===== src/rtl/pkt_fifo_ctrl_if.sv =====
// Writer/reader handshake bundle for the packet FIFO controller.
// The slave modport is the FIFO side; master is the decoder/consumer side.
interface pkt_fifo_ctrl_if #(
  parameter int DW = 8,
  parameter int AW = 9
);
  logic          wr_en;
  logic [DW-1:0] wr_data;
  logic          wr_commit;
  logic          wr_discard;
  logic          wr_full;
  logic [AW:0]   wr_free;
  logic          wr_dropped;
  logic          rd_valid;
  logic [DW-1:0] rd_data;
  logic          rd_ready;
  logic [AW:0]   rd_level;

  modport slave (
    input  wr_en, wr_data, wr_commit, wr_discard, rd_ready,
    output wr_full, wr_free, wr_dropped, rd_valid, rd_data, rd_level
  );

  modport master (
    output wr_en, wr_data, wr_commit, wr_discard, rd_ready,
    input  wr_full, wr_free, wr_dropped, rd_valid, rd_data, rd_level
  );
endinterface


===== src/rtl/pkt_fifo_ctrl.sv =====
// Packet FIFO over a simple dual-port bram: writes are staged until commit,
// reader sees only committed bytes through a show-ahead valid/ready stream.
module bram #(
  parameter int DW = 8,
  parameter int AW = 9
) (
  input  logic          clk,
  input  logic          wr,
  input  logic [AW-1:0] waddr,
  input  logic [DW-1:0] din,
  input  logic          rd,
  input  logic [AW-1:0] raddr,
  output logic [DW-1:0] dout
);
  logic [DW-1:0] mem [2**AW];

  always_ff @(posedge clk) begin
    if (wr) mem[waddr] <= din;
    if (rd) dout <= mem[raddr];
  end
endmodule

module pkt_fifo_ctrl #(
  parameter int DW = 8,
  parameter int AW = 9
) (
  input  logic            clk,
  input  logic            rst,
  pkt_fifo_ctrl_if.slave  bus
);
  localparam logic [AW:0] DEPTH = {1'b1, {AW{1'b0}}};
  localparam logic [AW:0] ONE   = {{AW{1'b0}}, 1'b1};

  logic [AW:0]   wptr, cptr, rptr, wptr_nxt, free;
  logic          ovf, rd_valid, dropped;
  logic          wr_acc, fetch, drop_pkt, rewind;
  logic [DW-1:0] dout;

  assign free           = DEPTH - (wptr - rptr);
  assign bus.wr_free    = free;
  assign bus.wr_full    = (free == '0);
  assign bus.rd_level   = cptr - rptr;
  assign bus.rd_valid   = rd_valid;
  assign bus.rd_data    = dout;
  assign bus.wr_dropped = dropped;

  assign wr_acc   = bus.wr_en && (free != '0);
  assign wptr_nxt = wptr + {{AW{1'b0}}, wr_acc};
  // An overflowed packet is rolled back on commit exactly as on discard.
  assign rewind   = bus.wr_discard || (bus.wr_commit && ovf);
  assign drop_pkt = bus.wr_commit && !bus.wr_discard && ovf && (wptr_nxt != cptr);
  // Only committed bytes are fetched, so raddr never meets a staged waddr.
  assign fetch    = (cptr != rptr) && (!rd_valid || bus.rd_ready);

  bram #(.DW(DW), .AW(AW)) u_mem (
    .clk   (clk),
    .wr    (wr_acc),
    .waddr (wptr[AW-1:0]),
    .din   (bus.wr_data),
    .rd    (fetch),
    .raddr (rptr[AW-1:0]),
    .dout  (dout)
  );

  always_ff @(posedge clk or posedge rst) begin
    if (rst) begin
      wptr     <= '0;
      cptr     <= '0;
      rptr     <= '0;
      rd_valid <= 1'b0;
      ovf      <= 1'b0;
      dropped  <= 1'b0;
    end else begin
      ovf     <= (bus.wr_commit || bus.wr_discard) ? 1'b0 : (ovf || (bus.wr_en && free == '0));
      dropped <= drop_pkt;
      if (rewind) begin
        wptr <= cptr;
      end else begin
        wptr <= wptr_nxt;
        if (bus.wr_commit) cptr <= wptr_nxt;
      end
      if (fetch) rptr <= rptr + ONE;
      if (fetch)             rd_valid <= 1'b1;
      else if (bus.rd_ready) rd_valid <= 1'b0;
    end
  end
endmodule


===== src/flat_wrapper.sv =====
// flat-port wrapper written by rule: the top's interface ports become plain ports
module pkt_fifo_ctrl_flat 
#(
  parameter int DW = 8,
  parameter int AW = 9
)
  (clk, rst, bus_wr_en, bus_wr_data, bus_wr_commit, bus_wr_discard, bus_rd_ready, bus_wr_full, bus_wr_free, bus_wr_dropped, bus_rd_valid, bus_rd_data, bus_rd_level);
  pkt_fifo_ctrl_if #(.DW(DW), .AW(AW)) bus_i ();
  input  logic clk;
  input  logic rst;
  input wire logic [$bits(bus_i.wr_en)-1:0] bus_wr_en;
  input wire logic [$bits(bus_i.wr_data)-1:0] bus_wr_data;
  input wire logic [$bits(bus_i.wr_commit)-1:0] bus_wr_commit;
  input wire logic [$bits(bus_i.wr_discard)-1:0] bus_wr_discard;
  input wire logic [$bits(bus_i.rd_ready)-1:0] bus_rd_ready;
  output wire logic [$bits(bus_i.wr_full)-1:0] bus_wr_full;
  output wire logic [$bits(bus_i.wr_free)-1:0] bus_wr_free;
  output wire logic [$bits(bus_i.wr_dropped)-1:0] bus_wr_dropped;
  output wire logic [$bits(bus_i.rd_valid)-1:0] bus_rd_valid;
  output wire logic [$bits(bus_i.rd_data)-1:0] bus_rd_data;
  output wire logic [$bits(bus_i.rd_level)-1:0] bus_rd_level;
  assign bus_i.wr_en = bus_wr_en;
  assign bus_i.wr_data = bus_wr_data;
  assign bus_i.wr_commit = bus_wr_commit;
  assign bus_i.wr_discard = bus_wr_discard;
  assign bus_i.rd_ready = bus_rd_ready;
  assign bus_wr_full = bus_i.wr_full;
  assign bus_wr_free = bus_i.wr_free;
  assign bus_wr_dropped = bus_i.wr_dropped;
  assign bus_rd_valid = bus_i.rd_valid;
  assign bus_rd_data = bus_i.rd_data;
  assign bus_rd_level = bus_i.rd_level;
  pkt_fifo_ctrl #(.DW(DW), .AW(AW)) u_core (.clk(clk), .rst(rst), .bus(bus_i));
endmodule

===== config.mk =====
export PLATFORM = sky130hd
export DESIGN_NAME = pkt_fifo_ctrl_flat
export DESIGN_NICKNAME = d
export VERILOG_FILES = /design/src/rtl/pkt_fifo_ctrl_if.sv /design/src/rtl/pkt_fifo_ctrl.sv /design/src/flat_wrapper.sv
export SDC_FILE = /design/constraint.sdc
export NUM_CORES = 2
export LEC_CHECK = 0
export BUFFER_PORTS_ARGS = -buffer_cell sky130_fd_sc_hd__buf_4
export CAP_MARGIN = 10
export CORE_MARGIN = 5
export CORE_UTILIZATION = 60
export DETAILED_ROUTE_END_ITERATION = 7
export GPL_TIMING_DRIVEN = 1
export PLACE_DENSITY = 0.81
export SLEW_MARGIN = 20
export SYNTH_ARGS = -nofsm -noshare
export SYNTH_HDL_FRONTEND = slang
export SYNTH_HIERARCHICAL = 1
export SYNTH_SLANG_ARGS = --single-unit

===== constraint.sdc =====
create_clock -name clk -period 13.5 [get_ports clk]
set_input_delay 1.35 -clock clk [delete_from_list [all_inputs] [get_ports clk]]
set_output_delay 1.35 -clock clk [all_outputs]
set_load 0.03 [all_outputs]

======== Word level (Yosys, flattened, before mapping) ========
Memory sizes are Yosys's and may differ from the RTL's. A register that Yosys moved wholly into a read port is not among the register bits.
Index checks and enable logic that the tools add are counted.
storage, ports and cells
  bits in registers ....................... 33
  memory bits (writable) .................. 4096
  input port bits ......................... 14
  output and inout bits ................... 31
  logic and storage cells ................. 38
  memories kept ........................... 1
operators by class
  $add $sub $neg .......................... 5
  eq/ne operators ......................... 2
  muxes and demuxes ....................... 6
  bitwise gates (word level) .............. 1
  reduce and logical (&&, ||, !) cells .... 17
memory list
  memory            words  bits a word  rd ports  clocked after memory_dff  wr ports  line                 source
  u_core.u_mem.mem  512    8            1         1                         1         pkt_fifo_ctrl.sv:15  logic [DW-1:0] mem [2**AW];
operator list
  kind                    number
  $ne 10x10->1            2
  $sub 10x10->10          2
  $add 10x1->10           1
  $add 10x1->10 const B   1
  $logic_not 10->1        1
  $mux 10                 1
  $reduce_bool 10->1      1
  $sub 10x10->10 const A  1
  $logic_and 1x1->1       7
  $mux 1                  5
  $logic_or 1x1->1        4
  $logic_not 1->1         2
  $reduce_and 2->1        1
  $reduce_bool 2->1       1
  $not 1->1               1

======== Depth between registers and ports, before layout ========
  depth in word-level cells ............... 7
  mapped depth ............................ 19
  gate-level depth less buffers ........... 19

======== Modules after synthesis ========
Netlist, hierarchy kept.
by module, submodules not included
  module         times used  cells each  area an instance (sq um)  sequential area each (sq um)
  bram           1           8030        160007.2                  123238.2
  pkt_fifo_ctrl  1           286         2541.2                    825.8

======== Worst setup path after synthesis ========
No wires, ideal clock.
  path type ............................... register to register
  from .................................... reg u_core.wptr[1]
  to ...................................... reg u_core.dropped (netlist: u_core/bus.wr_dropped)
  setup time .............................. 124 ps
  data arrival time ....................... 4548 ps
  required time ........................... 13376 ps
  slack ................................... 8828 ps
  cell stages (with the launch flop) ...... 19
  path buffers ............................ 0
  period minus slack after synthesis ...... 4672 ps
  cell sequence ........................... dfrtp_1 inv_1 ha_1 ha_1 fa_1 a21oi_1 nor3_1 or3b_2 nor4_1 and3_1 nor2b_1 ha_1 ha_1 xnor2_1 xor2_1 o2111ai_1 a31oi_1 o2111ai_1 o31a_1
on the way
  word-level cells in the longest chain between the ends .. 7
RTL lines
  item                         line                 source
  start, declared              pkt_fifo_ctrl.sv:34  logic [AW:0] wptr, cptr, rptr, wptr_nxt, free;
  start signal, assigned       pkt_fifo_ctrl.sv:77  wptr <= cptr;
  start signal, assigned       pkt_fifo_ctrl.sv:79  wptr <= wptr_nxt;
  $sub 10x10->10 (2 in a row)  pkt_fifo_ctrl.sv:39  assign free = DEPTH - (wptr - rptr);
  net bus_wr_free[7]           flat_wrapper.sv:17   output wire logic [$bits(bus_i.wr_free)-1:0] bus_wr_free;
  $reduce_bool 10->1           pkt_fifo_ctrl.sv:47  assign wr_acc = bus.wr_en && (free != '0);
  $logic_and 1x1->1            pkt_fifo_ctrl.sv:47
  net u_core.wr_acc            pkt_fifo_ctrl.sv:36  logic wr_acc, fetch, drop_pkt, rewind;
  $add 10x1->10                pkt_fifo_ctrl.sv:48  assign wptr_nxt = wptr + {{AW{1'b0}}, wr_acc};
  $ne 10x10->1                 pkt_fifo_ctrl.sv:51  assign drop_pkt = bus.wr_commit && !bus.wr_discard && ovf && (wptr_nxt != cptr);
  $logic_and 1x1->1            pkt_fifo_ctrl.sv:51
  net u_core.drop_pkt          pkt_fifo_ctrl.sv:36
  end signal, assigned         pkt_fifo_ctrl.sv:75  dropped <= drop_pkt;
  end, declared                pkt_fifo_ctrl.sv:35  logic ovf, rd_valid, dropped;
The timed path passes the listed nets, and every way through them passes these cells.
A chain may end at the register's enable or synchronous reset.

======== Final worst setup path ========
  from .................................... reg u_core.rptr[0]
  to ...................................... reg u_core.u_mem.dout[1] (read register of u_core.u_mem.mem), data pin
on the way
  word-level cells in the longest chain between the ends .. 2
RTL lines
  item                    line                 source
  start, declared         pkt_fifo_ctrl.sv:34
  start signal, assigned  pkt_fifo_ctrl.sv:82  if (fetch) rptr <= rptr + ONE;
  $ne 10x10->1            pkt_fifo_ctrl.sv:53  assign fetch = (cptr != rptr) && (!rd_valid || bus.rd_ready);
  $logic_and 1x1->1       pkt_fifo_ctrl.sv:53
  end, declared           pkt_fifo_ctrl.sv:13  output logic [DW-1:0] dout
Parallel ways exist; a longest one is shown, timed or not.

==> results.md <==
- Final Hold Violating Endpoints: 0
- Number of H-tree branching levels: 5
- Max Clock Skew: 0.0952 ns
- Setup repair after global routing missed its margin: no
- Wirelength per Cell: 34.9 um
- Biggest area contributors in the synthesized netlist: sky130_fd_sc_hd__edfxtp_1 76%, sky130_fd_sc_hd__mux4_2 9.1%, sky130_fd_sc_hd__mux2i_1 4.9%
- Vias per cell: 7.20
- Number of top-level pins: 45
- Class of the most critical hold timing path: in2async
- Die outline height: 530 um
- Most common cell after layout, fill and taps aside: sky130_fd_sc_hd__edfxtp_1
- Global-route met2 utilization: 47.1%
- Critical path class: reg2reg
- Vias in the first global route: 87.4k
- Number of pins with negative max-slew slack in the final report: 0
- Share of final-layout standard cells stronger than drive strength 1: 16.3%
- CTS hold repair buffers: 0
- Grt met3 use: 8.83%
- HPWL Detailed: 243 mm
- Outcome: finished clean
- RR Endpoint: u_core/u_mem/dout[1]
- Post-route standard cell area excluding fillers: 178000 um^2
- CP max FO: 140
- Netlist area before placement: 163000 um^2
- Crit path launch: u_core/rptr[0]
- Slew HR: 10.5%
- Input/output buffers: 44
- Clock-pin transition on the worst setup and hold timing paths: 0.06 ns
- Crit path buffers/inverters: 5
- Pwr per Cell Area: 198 nW/um^2
- Number of nets in the layout: 8431
- Post-route DRC violation count: 0
- Top delay family on crit path: buffers and inverters
- Root buffer cell: sky130_fd_sc_hd__clkbuf_16
- Count of antenna-violating nets left after detailed routing: 0
- Detailed Route Iter0 Violations: 15.3k
- Synth Net Count: 8361
- First-pass DRT Iterations: 8
- Number of gates on the worst path with buffers counted: 11
- Number of buffers created by CTS: 397
- Largest net degree at the start of global routing: 222
- Highest achievable clock rate: 134 MHz
- Cell variety after synth: 69
- Flip-flop cell with the highest count after synthesis: sky130_fd_sc_hd__edfxtp_1
- Minimum setup slack after placement: 5.94 ns
- Cells along the critical path: buf_12, buf_4, buf_4, buf_4, buf_4, mux4_2, o22ai_1, a22oi_1, nand2_1, o21ai_0, o2111a_1
- Leading area contributor after synthesis: sky130_fd_sc_hd__edfxtp_1
- X dimension of the die: 530 um
- Final setup TNS: 0 ns
- Slowest cell delay on critical path: 0.89 ns
- Layout overhead on the synthesized area: 9.68%
- Setup crit start kind: flop
- Least-Margin Pin Slew: 1.34 ns
- Syn Area/Cell: 19.5 um^2
- Die outline area: 281000 um^2
- P_leak: 0.0563 uW
- Fin worst setup slack: 6.03 ns
- Source of the worst register-to-register timing path: u_core/rptr[0]
- Endpoint of the most critical setup path: u_core/u_mem/dout[1]
- Setup fix buffers added after clock tree synthesis: 0
- Antenna violations before repair: 17
- Proportion of synthesized flip-flops having asynchronous set or reset: 0.798%
- Cells after synthesis: 8316
- Number of placement rows: 191
- Gr usage total: 30.2%
- Commonest cells after routing, fill and taps aside: 4104 x sky130_fd_sc_hd__edfxtp_1, 797 x sky130_fd_sc_hd__mux2i_1, 654 x sky130_fd_sc_hd__mux4_2, 628 x sky130_fd_sc_hd__nor2_1, 404 x sky130_fd_sc_hd__clkbuf_16
- Placement Cell Area: 166000 um^2
- Number of endpoints failing setup at the final stage: 0
- Count of flip-flops with a built-in enable after synthesis: 4104
- Gpl congestion: 0.912
- Number of clock sinks seen by CTS: 4137
- Peak supply drop: 0.000282 V
- Residual overflow from global routing: 0
- Max Cap Violations: 0
- Post-CTS resize count: 0
- Largest buffer count on any clock path: 4
- First-pass GRT wire length: 614 mm
- Cell count of the worst reg-to-reg path: 11
- Busiest layer in global routing: met2
- Library cell contributing the largest single delay on the critical path: sky130_fd_sc_hd__buf_4
- Total number of yosys warnings: 6
- Clk_lat worst skew: 0.95 ns
- Met1 layer usage reported by global route: 39.1%
- Fill cell total of the finished layout: 16.0k
- Minimum period implied by the final worst setup slack: 7.47 ns
- Drt total wl: 428 mm
- Core area: 270000 um^2
- Library cell appearing most often on the critical path: sky130_fd_sc_hd__buf_4
- Share of Yosys cell area claimed by the top area cell type: 75.8%
- CTS tree: yes
- Setup slack of the worst register-to-register path: 6.03 ns
- Share of the yosys chip area belonging to registers: 76.3%
- Initial core utilization: 60.1%
- Crit path required time: 14.20 ns
- Signal arrival time at the worst endpoint: 8.16 ns
- Number of vias after detailed routing: 88.4k
- Final Cycle Share: 55.3%
- Critical path endpoint category: flop
- Flops & latches, synth: 4137
==> final cells by class <==
type / instances / area (um^2) / area share [%]
clock inverter: 208 / 1840 / 1.03
sequential: 4137 / 124000 / 69.6
antenna: 11 / 27.5 / 0.0154
timing repair buffer: 188 / 1680 / 0.941
inverter: 34 / 135 / 0.0758
tap: 3570 / 4470 / 2.51
multi-input combinational: 3628 / 35600 / 20.0
clock buffer: 495 / 10500 / 5.86
==> metrics by stage <==
stage               instances  util, %  hold WS, ns  power [uW]
floorplan                8316        -        0.485       21500
global placement        11600     61.4        0.552       24300
detailed placement      11600     61.4        0.583       24500
CTS                     12300     65.9        0.507       35200
global route            12300     65.9        0.598       36400
finish                  12300     66.0        0.536       35400
==> cells by family (layout without fill, tap and decap cells) <==
family / Yosys count / count (layout) / synth area share (%)
DFF: 4137 / 4137 / 76.3
muxes: 1451 / 1451 / 14.0
and+or+nand+nor: 1066 / 1066 / 2.85
AOI/OAI and AO/OA: 1039 / 1039 / 4.48
buffers and inverters: 551 / 925 / 1.90
xor gates and xnor gates: 41 / 41 / 0.230
adders and majority gates: 31 / 31 / 0.248
other: 0 / 11 / 0
==> worst reg2reg max path: cells and delay by family, from the launching register on <==
family / cells / cell delay, ns
flops: 1 / 0.71
compound gates: 4 / 1.36
simple gates: 1 / 0.17
mux: 1 / 0.68
buf+inv: 5 / 4.34
==> synthesized netlist by cell type (64+ instances only) <==
| cell | n |
|---|---|
| sky130_fd_sc_hd__nor2_1 | 628 |
| sky130_fd_sc_hd__mux4_2 | 654 |
| sky130_fd_sc_hd__o22ai_1 | 163 |
| sky130_fd_sc_hd__buf_4 | 70 |
| sky130_fd_sc_hd__edfxtp_1 | 4104 |
| sky130_fd_sc_hd__nor3_1 | 118 |
| sky130_fd_sc_hd__nand2_1 | 125 |
| sky130_fd_sc_hd__buf_6 | 64 |
| sky130_fd_sc_hd__o21ai_0 | 133 |
| sky130_fd_sc_hd__a21oi_1 | 217 |
| sky130_fd_sc_hd__mux2i_1 | 797 |
| sky130_fd_sc_hd__o221ai_1 | 372 |
| sky130_fd_sc_hd__clkbuf_1 | 269 |
==> metal layers <==
layer,vias to the layer above,part of all wire [%]
li1,34500,-
met1,44600,32
met2,7697,47
met3,1546,14
met4,12,6.6
met5,-,0.018
==> sequential cells by signal (all words and copies together) (netlist names) <==
register / flops
u_core/bus.rd_valid: 1
u_core/bus.wr_dropped: 1
u_core/cptr: 10
u_core/ovf: 1
u_core/rptr: 10
u_core/u_mem/dout: 8
u_core/u_mem/mem: 4096
u_core/wptr: 10
==> power by group <==
part | internal (uW) | switching, uW | total (uW) | leakage, uW
Clock | 6020 | 4690 | 10700 | 0.00600
Sequential | 14300 | 248 | 14500 | 0.0372
Combinational | 3750 | 6430 | 10200 | 0.0131
==> how the worst min path moves through the flow <==
stage | endpoint | slack, ns | depth (start not counted)
final | u_core/bus.rd_valid | 0.54 | 3
after global routing | u_core/bus.rd_valid | 0.60 | 3
after CTS | u_core/bus.rd_valid | 0.51 | 3
after detailed placement | u_core/rptr[9] | 0.58 | 1
after global placement | u_core/rptr[9] | 0.55 | 1
after floorplan | u_core/rptr[4] | 0.49 | 1
Note: power is estimated with default switching activity, not from simulation.
